==> src/rtl/paddle_pkg.sv <==
`default_nettype none
// ============================================================================
//  Package     : paddle_pkg
//  Description : Shared types and constants for paddle_position_accumulator.
//                Holds the quadrature decoder state encoding, the phase
//                constants, the detent threshold and the default bounds.
//  Revision    : 1.0  initial release
// ============================================================================
package paddle_pkg;

  // Decoder state. UNPRIMED waits for the synchroniser to hold a real pin
  // sample before it is trusted as the reference phase.
  typedef enum logic [0:0] {
    UNPRIMED = 1'b0,
    TRACK    = 1'b1
  } dec_state_t;

  // Phase encoding is {A, B}.
  localparam logic [1:0] PH_00 = 2'b00;
  localparam logic [1:0] PH_01 = 2'b01;
  localparam logic [1:0] PH_11 = 2'b11;
  localparam logic [1:0] PH_10 = 2'b10;

  // Quadrature transitions per detent.
  localparam int SUB_THRESH = 4;

  // Default configuration.
  localparam int DEFAULT_CHANNELS  = 2;
  localparam int DEFAULT_WIDTH     = 16;
  localparam int DEFAULT_STEP      = 15;
  localparam int DEFAULT_MIN_POS   = 0;
  localparam int DEFAULT_MAX_POS   = 625;
  localparam int DEFAULT_RESET_POS = 312;

  // Next phase in the clockwise sequence 00 -> 01 -> 11 -> 10 -> 00.
  function automatic logic [1:0] cw_next(input logic [1:0] ph);
    logic [1:0] nxt;
    nxt = PH_00;
    case (ph)
      PH_00:   nxt = PH_01;
      PH_01:   nxt = PH_11;
      PH_11:   nxt = PH_10;
      default: nxt = PH_00;
    endcase
    return nxt;
  endfunction

endpackage : paddle_pkg
`default_nettype wire

==> src/rtl/quad_decoder.sv <==
`default_nettype none
// ============================================================================
//  Module      : quad_decoder
//  Description : One rotary encoder channel. Two-flop synchroniser on the
//                A/B pins, priming of the reference phase, 3-bit signed
//                sub-count of quadrature transitions, full-detent step
//                detection and illegal-transition flagging.
//  Revision    : 1.0  initial release
//
//  Ports
//    clk        in   system clock
//    reset_n    in   asynchronous active-low reset
//    rot_a      in   encoder phase A (asynchronous)
//    rot_b      in   encoder phase B (asynchronous)
//    step_up    out  combinational, one full CW detent completed this cycle
//    step_down  out  combinational, one full CCW detent completed this cycle
//    illegal    out  registered one-cycle pulse, both phase bits changed
// ============================================================================
module quad_decoder
  import paddle_pkg::*;
(
  input  logic clk,
  input  logic reset_n,
  input  logic rot_a,
  input  logic rot_b,
  output logic step_up,
  output logic step_down,
  output logic illegal
);

  logic [1:0] sync1_q;
  logic [1:0] sync2_q;
  // Tracks how far real pin data has travelled through the synchroniser, so
  // the reset value 00 of the flops is never taken as a reference phase.
  logic [1:0] fill_q;

  dec_state_t state_q;
  dec_state_t state_n;
  logic [1:0] prev_q;
  logic [1:0] prev_n;
  logic [2:0] sub_q;      // two's complement, -3..+3 at rest
  logic [2:0] sub_n;
  logic       illegal_q;
  logic       illegal_n;
  logic [3:0] delta;
  logic [3:0] sum;

  localparam logic [3:0] SUB_UP = 4'(SUB_THRESH);
  localparam logic [3:0] SUB_DN = 4'(-SUB_THRESH);

  always_ff @(posedge clk or negedge reset_n) begin
    if (!reset_n) begin
      sync1_q <= PH_00;
      sync2_q <= PH_00;
      fill_q  <= 2'b00;
    end else begin
      sync1_q <= {rot_a, rot_b};
      sync2_q <= sync1_q;
      fill_q  <= {fill_q[0], 1'b1};
    end
  end

  always_ff @(posedge clk or negedge reset_n) begin
    if (!reset_n) begin
      state_q   <= UNPRIMED;
      prev_q    <= PH_00;
      sub_q     <= 3'b000;
      illegal_q <= 1'b0;
    end else begin
      state_q   <= state_n;
      prev_q    <= prev_n;
      sub_q     <= sub_n;
      illegal_q <= illegal_n;
    end
  end

  always_comb begin
    state_n   = state_q;
    prev_n    = prev_q;
    sub_n     = sub_q;
    illegal_n = 1'b0;
    step_up   = 1'b0;
    step_down = 1'b0;
    delta     = 4'b0000;
    sum       = 4'b0000;

    case (state_q)
      UNPRIMED: begin
        if (fill_q[1]) begin
          prev_n  = sync2_q;
          state_n = TRACK;
        end
      end
      TRACK: begin
        if (sync2_q != prev_q) begin
          prev_n = sync2_q;
          if (sync2_q == cw_next(prev_q)) begin
            delta = 4'b0001;
          end else if (prev_q == cw_next(sync2_q)) begin
            delta = 4'b1111;
          end else begin
            illegal_n = 1'b1;
            sub_n     = 3'b000;
          end
          if (delta != 4'b0000) begin
            sum = {sub_q[2], sub_q} + delta;
            if (sum == SUB_UP) begin
              step_up = 1'b1;
              sub_n   = 3'b000;
            end else if (sum == SUB_DN) begin
              step_down = 1'b1;
              sub_n     = 3'b000;
            end else begin
              sub_n = sum[2:0];
            end
          end
        end
      end
      default: state_n = UNPRIMED;
    endcase
  end

  assign illegal = illegal_q;

endmodule : quad_decoder
`default_nettype wire

==> src/rtl/paddle_position_accumulator.sv <==
`default_nettype none
// ============================================================================
//  Module      : paddle_position_accumulator
//  Description : Per-player bounded paddle positions driven by rotary
//                encoders and inc/dec/load requests. Each channel has its own
//                quad_decoder; this level arbitrates requests and applies the
//                step with saturation, or wrap-around when POSITION_WRAP_EN is
//                defined.
//  Revision    : 1.0  initial release
//
//  Configuration macro
//    POSITION_WRAP_EN  defined: over/underflow wraps within [MIN_POS, MAX_POS]
//                      undefined: over/underflow saturates at the bound
//
//  Ports
//    clk        in   system clock
//    reset_n    in   asynchronous active-low reset
//    rotA       in   [CHANNELS]        encoder phase A per channel
//    rotB       in   [CHANNELS]        encoder phase B per channel
//    inc        in   [CHANNELS]        single-step increase request
//    dec        in   [CHANNELS]        single-step decrease request
//    load       in   [CHANNELS]        load loadValue into channel
//    loadValue  in   [WIDTH]           shared load value (clamped)
//    position   out  [CHANNELS*WIDTH]  channel c at [c*WIDTH +: WIDTH]
//    moved      out  [CHANNELS]        pulse, position changed
//    atLimit    out  [CHANNELS]        level, position at MIN_POS or MAX_POS
//    illegal    out  [CHANNELS]        pulse, illegal quadrature transition
// ============================================================================
module paddle_position_accumulator
  import paddle_pkg::*;
#(
  parameter int CHANNELS  = DEFAULT_CHANNELS,
  parameter int WIDTH     = DEFAULT_WIDTH,
  parameter int STEP      = DEFAULT_STEP,
  parameter int MIN_POS   = DEFAULT_MIN_POS,
  parameter int MAX_POS   = DEFAULT_MAX_POS,
  parameter int RESET_POS = DEFAULT_RESET_POS
) (
  input  logic                      clk,
  input  logic                      reset_n,
  input  logic [CHANNELS-1:0]       rotA,
  input  logic [CHANNELS-1:0]       rotB,
  input  logic [CHANNELS-1:0]       inc,
  input  logic [CHANNELS-1:0]       dec,
  input  logic [CHANNELS-1:0]       load,
  input  logic [WIDTH-1:0]          loadValue,
  output logic [CHANNELS*WIDTH-1:0] position,
  output logic [CHANNELS-1:0]       moved,
  output logic [CHANNELS-1:0]       atLimit,
  output logic [CHANNELS-1:0]       illegal
);

  // One extra bit so pos + STEP can never overflow before the bound test.
  localparam logic [WIDTH:0]   MIN_W   = (WIDTH+1)'(MIN_POS);
  localparam logic [WIDTH:0]   MAX_W   = (WIDTH+1)'(MAX_POS);
  localparam logic [WIDTH:0]   STEP_W  = (WIDTH+1)'(STEP);
  localparam logic [WIDTH:0]   ONE_W   = (WIDTH+1)'(1);
  localparam logic [WIDTH-1:0] RESET_V = WIDTH'(RESET_POS);
  localparam logic             RESET_LIM = (RESET_POS == MIN_POS) || (RESET_POS == MAX_POS);

  function automatic logic [WIDTH-1:0] pos_up(input logic [WIDTH-1:0] p);
    logic [WIDTH:0] sum;
    logic [WIDTH:0] res;
    sum = {1'b0, p} + STEP_W;
    res = sum;
`ifdef POSITION_WRAP_EN
    if (sum > MAX_W) res = MIN_W + (sum - MAX_W - ONE_W);
`else
    if (sum > MAX_W) res = MAX_W;
`endif
    return WIDTH'(res);
  endfunction

  function automatic logic [WIDTH-1:0] pos_down(input logic [WIDTH-1:0] p);
    logic [WIDTH:0] ext;
    logic [WIDTH:0] res;
    ext = {1'b0, p};
    if (ext < MIN_W + STEP_W) begin
`ifdef POSITION_WRAP_EN
      res = MAX_W - (MIN_W + STEP_W - ext - ONE_W);
`else
      res = MIN_W;
`endif
    end else begin
      res = ext - STEP_W;
    end
    return WIDTH'(res);
  endfunction

  function automatic logic [WIDTH-1:0] pos_clamp(input logic [WIDTH-1:0] v);
    logic [WIDTH:0] ext;
    logic [WIDTH:0] res;
    ext = {1'b0, v};
    if (ext < MIN_W)      res = MIN_W;
    else if (ext > MAX_W) res = MAX_W;
    else                  res = ext;
    return WIDTH'(res);
  endfunction

  for (genvar c = 0; c < CHANNELS; c++) begin : g_chan
    logic             step_up;
    logic             step_down;
    logic [WIDTH-1:0] pos_q;
    logic [WIDTH-1:0] pos_n;
    logic             moved_q;
    logic             lim_q;

    quad_decoder u_dec (
      .clk       (clk),
      .reset_n   (reset_n),
      .rot_a     (rotA[c]),
      .rot_b     (rotB[c]),
      .step_up   (step_up),
      .step_down (step_down),
      .illegal   (illegal[c])
    );

    // Priority: load, then encoder detent, then inc/dec. Conflicting
    // inc and dec cancel out.
    always_comb begin
      pos_n = pos_q;
      if (load[c]) begin
        pos_n = pos_clamp(loadValue);
      end else if (step_up) begin
        pos_n = pos_up(pos_q);
      end else if (step_down) begin
        pos_n = pos_down(pos_q);
      end else if (inc[c] && !dec[c]) begin
        pos_n = pos_up(pos_q);
      end else if (dec[c] && !inc[c]) begin
        pos_n = pos_down(pos_q);
      end
    end

    always_ff @(posedge clk or negedge reset_n) begin
      if (!reset_n) begin
        pos_q   <= RESET_V;
        moved_q <= 1'b0;
        lim_q   <= RESET_LIM;
      end else begin
        pos_q   <= pos_n;
        moved_q <= (pos_n != pos_q);
        lim_q   <= ({1'b0, pos_n} == MIN_W) || ({1'b0, pos_n} == MAX_W);
      end
    end

    assign position[c*WIDTH +: WIDTH] = pos_q;
    assign moved[c]                   = moved_q;
    assign atLimit[c]                 = lim_q;
  end

endmodule : paddle_position_accumulator
`default_nettype wire

==> config.mk <==
export PLATFORM = sky130hd
export DESIGN_NAME = paddle_position_accumulator
export DESIGN_NICKNAME = d
export VERILOG_FILES = /design/src/rtl/paddle_pkg.sv /design/src/rtl/quad_decoder.sv /design/src/rtl/paddle_position_accumulator.sv
export SDC_FILE = /design/constraint.sdc
export NUM_CORES = 1
export LEC_CHECK = 0
export ABC_AREA = 0
export BUFFER_PORTS_ARGS = -buffer_cell sky130_fd_sc_hd__buf_2
export CORE_MARGIN = 2
export CORE_UTILIZATION = 61
export DETAILED_ROUTE_END_ITERATION = 7
export PLACE_DENSITY = 0.79
export SYNTH_ARGS = -nofsm -noshare
export SYNTH_HDL_FRONTEND = slang
export SYNTH_SLANG_ARGS = --single-unit
==> constraint.sdc <==
create_clock -name clk -period 5.49 [get_ports clk]
set_clock_uncertainty 0.1 [all_clocks]
set_input_delay 0.8235 -clock clk [delete_from_list [all_inputs] [get_ports clk]]
set_output_delay 0.8235 -clock clk [all_outputs]
set_load 0.05 [all_outputs]
==> metrics.md <==
| Metric | Value |
|---|---|
| Slew Viols, Final | 0 |
| Total GRT Usage | 44.0% |
| Minimum clock period | 5060 ps |
| Layout cells sized above 1 | 16.3% |
| First-pass GRT wire length | 38,800 um |
| Syn nets | 874 |
| Slowest Stage Delay on Critical Path | 550 ps |
| Fin crit share | 92.1% |
| Power per cell area | 391 mW/mm2 |
| Die ar. | 0.0114 mm2 |
| Rows | 37 |
| CTS tree | built |
| Maximum vdd drop | 0.000324 V |
| Cell taking the most area after synthesis | dfrtp_1 |
| Fraction of registers with async set/reset | 100% |
| Main synth FF type | dfrtp_1 |
| Hold buffers post-CTS | 0 |
| Synthesized area | 0.00644 mm2 |
| Failing checks | DRC |
| Max Clock Freq | 198 MHz |
| Highest metal used | met4 |
| CP max stage cell | or4_4 |
| RSZ-0062 raised after global routing | no |
| Number of remaining DRC errors | 30 |
| Core area | 0.0103 mm2 |
| Nets@finish | 898 |
| Starting Density | 62.7% |
| Relative slew slack | 34.5% |
| Root buf cell | clkbuf_8 |
| Critical setup path kind | reg -> reg |
| H-tree Lvls | 3 |
| Hold path cells | 0 |
| Share of the synthesized area in the top cell type | 20.2% |
| Place WS | 406 ps |
| Initial antenna violation count | 0 |
| R2R depth | 15 |
| Io pins | 66 |
| Static leakage | 2.79 nW |
| Via count | 7,566 |
| Clock sinks | 60 |
| Vias in the first global route | 7,199 |
| CP Launch Type | flip-flop |
| Setup TNS | 0 ps |
| Clock slew at reported path FFs | 70 ps |
| Grt total ovfl | 0 |
| Status | finished, violations left |
| Worst path cell trace | xor2_1 -> xor2_2 -> inv_2 -> ha_1 -> inv_1 -> fa_1 -> nor2b_1 -> and3_1 -> nand3_1 -> a21oi_1 -> o2bb2ai_1 -> a2111o_1 -> or4_4 -> a2111oi_4 -> nand4_1 |
| YS warnings | 0 |
| M1 wire length | 8360 um |
| Hold WC Path Type | reg -> reg |
| Sequential Area | 0.00151 mm2 |
| Most frequent cells after synthesis | nand2_1 (69), nor2_1 (63), dfrtp_1 (52) |
| Die Width | 107 um |
| Via density | 7.59 |
| DRT iter0 DRCs | 1,053 |
| Maximum root-to-sink buffer count | 2 |
| Final setup viols | 0 |
| Multi-input logic area | 0.00452 mm2 |
| Clk Latency, worst-skew pair | 350 ps |
| CP Max Fanout | 15 |
| Drt wl/cell | 24.9 um |
| Critical Path RT | 5590 ps |
| Post-CTS Setup Repair Bufs | 0 |
| Post-DP HPWL | 18,500 um |
| Post-cts sizing count | 0 |
| Final Worst Setup Slack | 433 ps |
| Port buffer count | 65 |
| Final ANT Viol Nets | 0 |
| Total of max-cap violations | 0 |
| Pin count of the biggest net entering global routing | 32 |
| Routability cong. | 1.07 |
| Synth unique cells | 97 |
| Synth-to-layout area growth | 7.59% |
| Number of diodes | 0 |
| Drt pass-1 iters | 8 |
| Pwr Total | 2.71 mW |
| Met2 WL | 11,900 um |
| DR WL met3 | 2740 um |
| Final Hold Vio Count | 0 |
| TritonCTS buffer count | 9 |
| Count leader, synth | nand2_1 |
| Register bit total from synthesis | 60 |
| Crit path arrival time | 5160 ps |
| Worst Max-Slew Pin Slew | 975 ps |
| Final wirelength | 24,900 um |
| Synth Instances | 832 |
| Post-synth EDFFs | 0 |
| Seq/Total Area, Yosys | 23.5% |
| Syn Area/Cell | 7.74 um2 |
| Die height | 107 um |
| Fill cells | 919 |
| Synth top area cells | dfrtp_1 (20%), nand2_1 (4.0%), a21oi_1 (3.8%) |
| CP Capture Type | flip-flop |
## area by class of cell
class / count / share of cell area, %
sequential: 60 / 21.8
multi-input combinational: 671 / 65.2
clock inverter: 7 / 0.848
tap: 136 / 2.45
timing repair buffer: 76 / 5.88
inverter: 38 / 2.06
clock buffer: 9 / 1.79
## cells in the final DEF (no fill, tap or decap), types with 6 or more instances in the layout
master    instances
dfrtp_1          52
ha_1             12
mux2_2            6
or3_1            13
and4_1            7
or4_1            10
nor3b_1           6
buf_2            65
buf_4            11
nor2b_1          11
xor2_1            8
o21ai_0          34
a211oi_1          9
nand3_1          36
o211ai_1          6
inv_1            35
a21oi_1          49
o22ai_1           7
xnor2_1          27
and3_1           16
and2_1            6
nand4_1          25
clkbuf_8          9
dfstp_2           8
a221oi_1          6
o31ai_1          19
a31oi_1          17
a221o_1           6
nor3_1           30
nor2_1           63
nor4_1           17
nand2_1          69
mux2i_1           8
nand2b_1          6
## routing by layer
layer	vias up	track usage [%]
met5	-	0
met4	0	28.4
met3	176	7.90
met2	643	74.9
met1	3494	50.8
li1	3253	-
## stage by stage
step	hold slack [ps]	util [%]	area, um2	cells
after global placement	234	65.6	6740	981
final	262	67.5	6930	997
after detailed placement	236	65.6	6740	981
after floorplan	231	-	6440	832
after CTS	263	67.3	6920	997
after global routing	268	67.5	6930	997
## critical path: cells and delay by family, from the launching register on
family | cells | cell delay, ps
AO/OA/AOI/OAI | 4 | 1210
buffers and inverters | 2 | 280
flip-flops | 1 | 420
AND/OR/NAND/NOR | 5 | 1530
XOR/XNOR | 2 | 670
adder cells (fa/ha/maj) | 2 | 690
## flip-flops by register name (all words and copies together), names as in the netlist
signal	flops
g_chan.lim_q	2
g_chan.moved_q	2
g_chan.pos_q	32
g_chan.u_dec.fill_q	2
g_chan.u_dec.illegal	2
g_chan.u_dec.prev_q	4
g_chan.u_dec.state_q	2
g_chan.u_dec.sub_q	6
g_chan.u_dec.sync1_q	4
g_chan.u_dec.sync2_q	4
## kinds of logic after synthesis
kind of cell | share of synthesized area (%)
simple gates | 29.1
fa+ha+maj | 2.95
flops | 23.5
buf+inv | 6.62
xor+xnor | 5.15
compound gates | 30.4
other cells | 0.0582
mux | 2.29
## report_power, final
group,leakage (nW),switching (mW),total (mW),internal [mW]
clock network,0.0864,0.208,0.377,0.169
registers,0.714,0.177,0.703,0.526
logic,1.99,1.08,1.63,0.546
total,2.79,1.47,2.71,1.24
## worst paths after layout
| path | start | end | slack, ps |
|---|---|---|---|
| setup / recovery | g_chan[1].u_dec.sync2_q[0]$_DFF_PN0_ | g_chan[1].moved_q$_DFF_PN0_ | 430 |
| hold / removal | g_chan[1].u_dec.sync1_q[0]$_DFF_PN0_ | g_chan[1].u_dec.sync2_q[0]$_DFF_PN0_ | 260 |
| setup reg to reg | g_chan[1].u_dec.sync2_q[0]$_DFF_PN0_ | g_chan[1].moved_q$_DFF_PN0_ | 430 |
| hold reg to reg | g_chan[1].u_dec.sync1_q[0]$_DFF_PN0_ | g_chan[1].u_dec.sync2_q[0]$_DFF_PN0_ | 260 |
| max in group asynchronous | reset_n | g_chan[0].pos_q[4]$_DFF_PN1_ | 3980 |
| min in group asynchronous | reset_n | g_chan[1].u_dec.prev_q[0]$_DFFE_PN0P_ | 390 |
No activity file was read; power rests on OpenSTA's default activity.
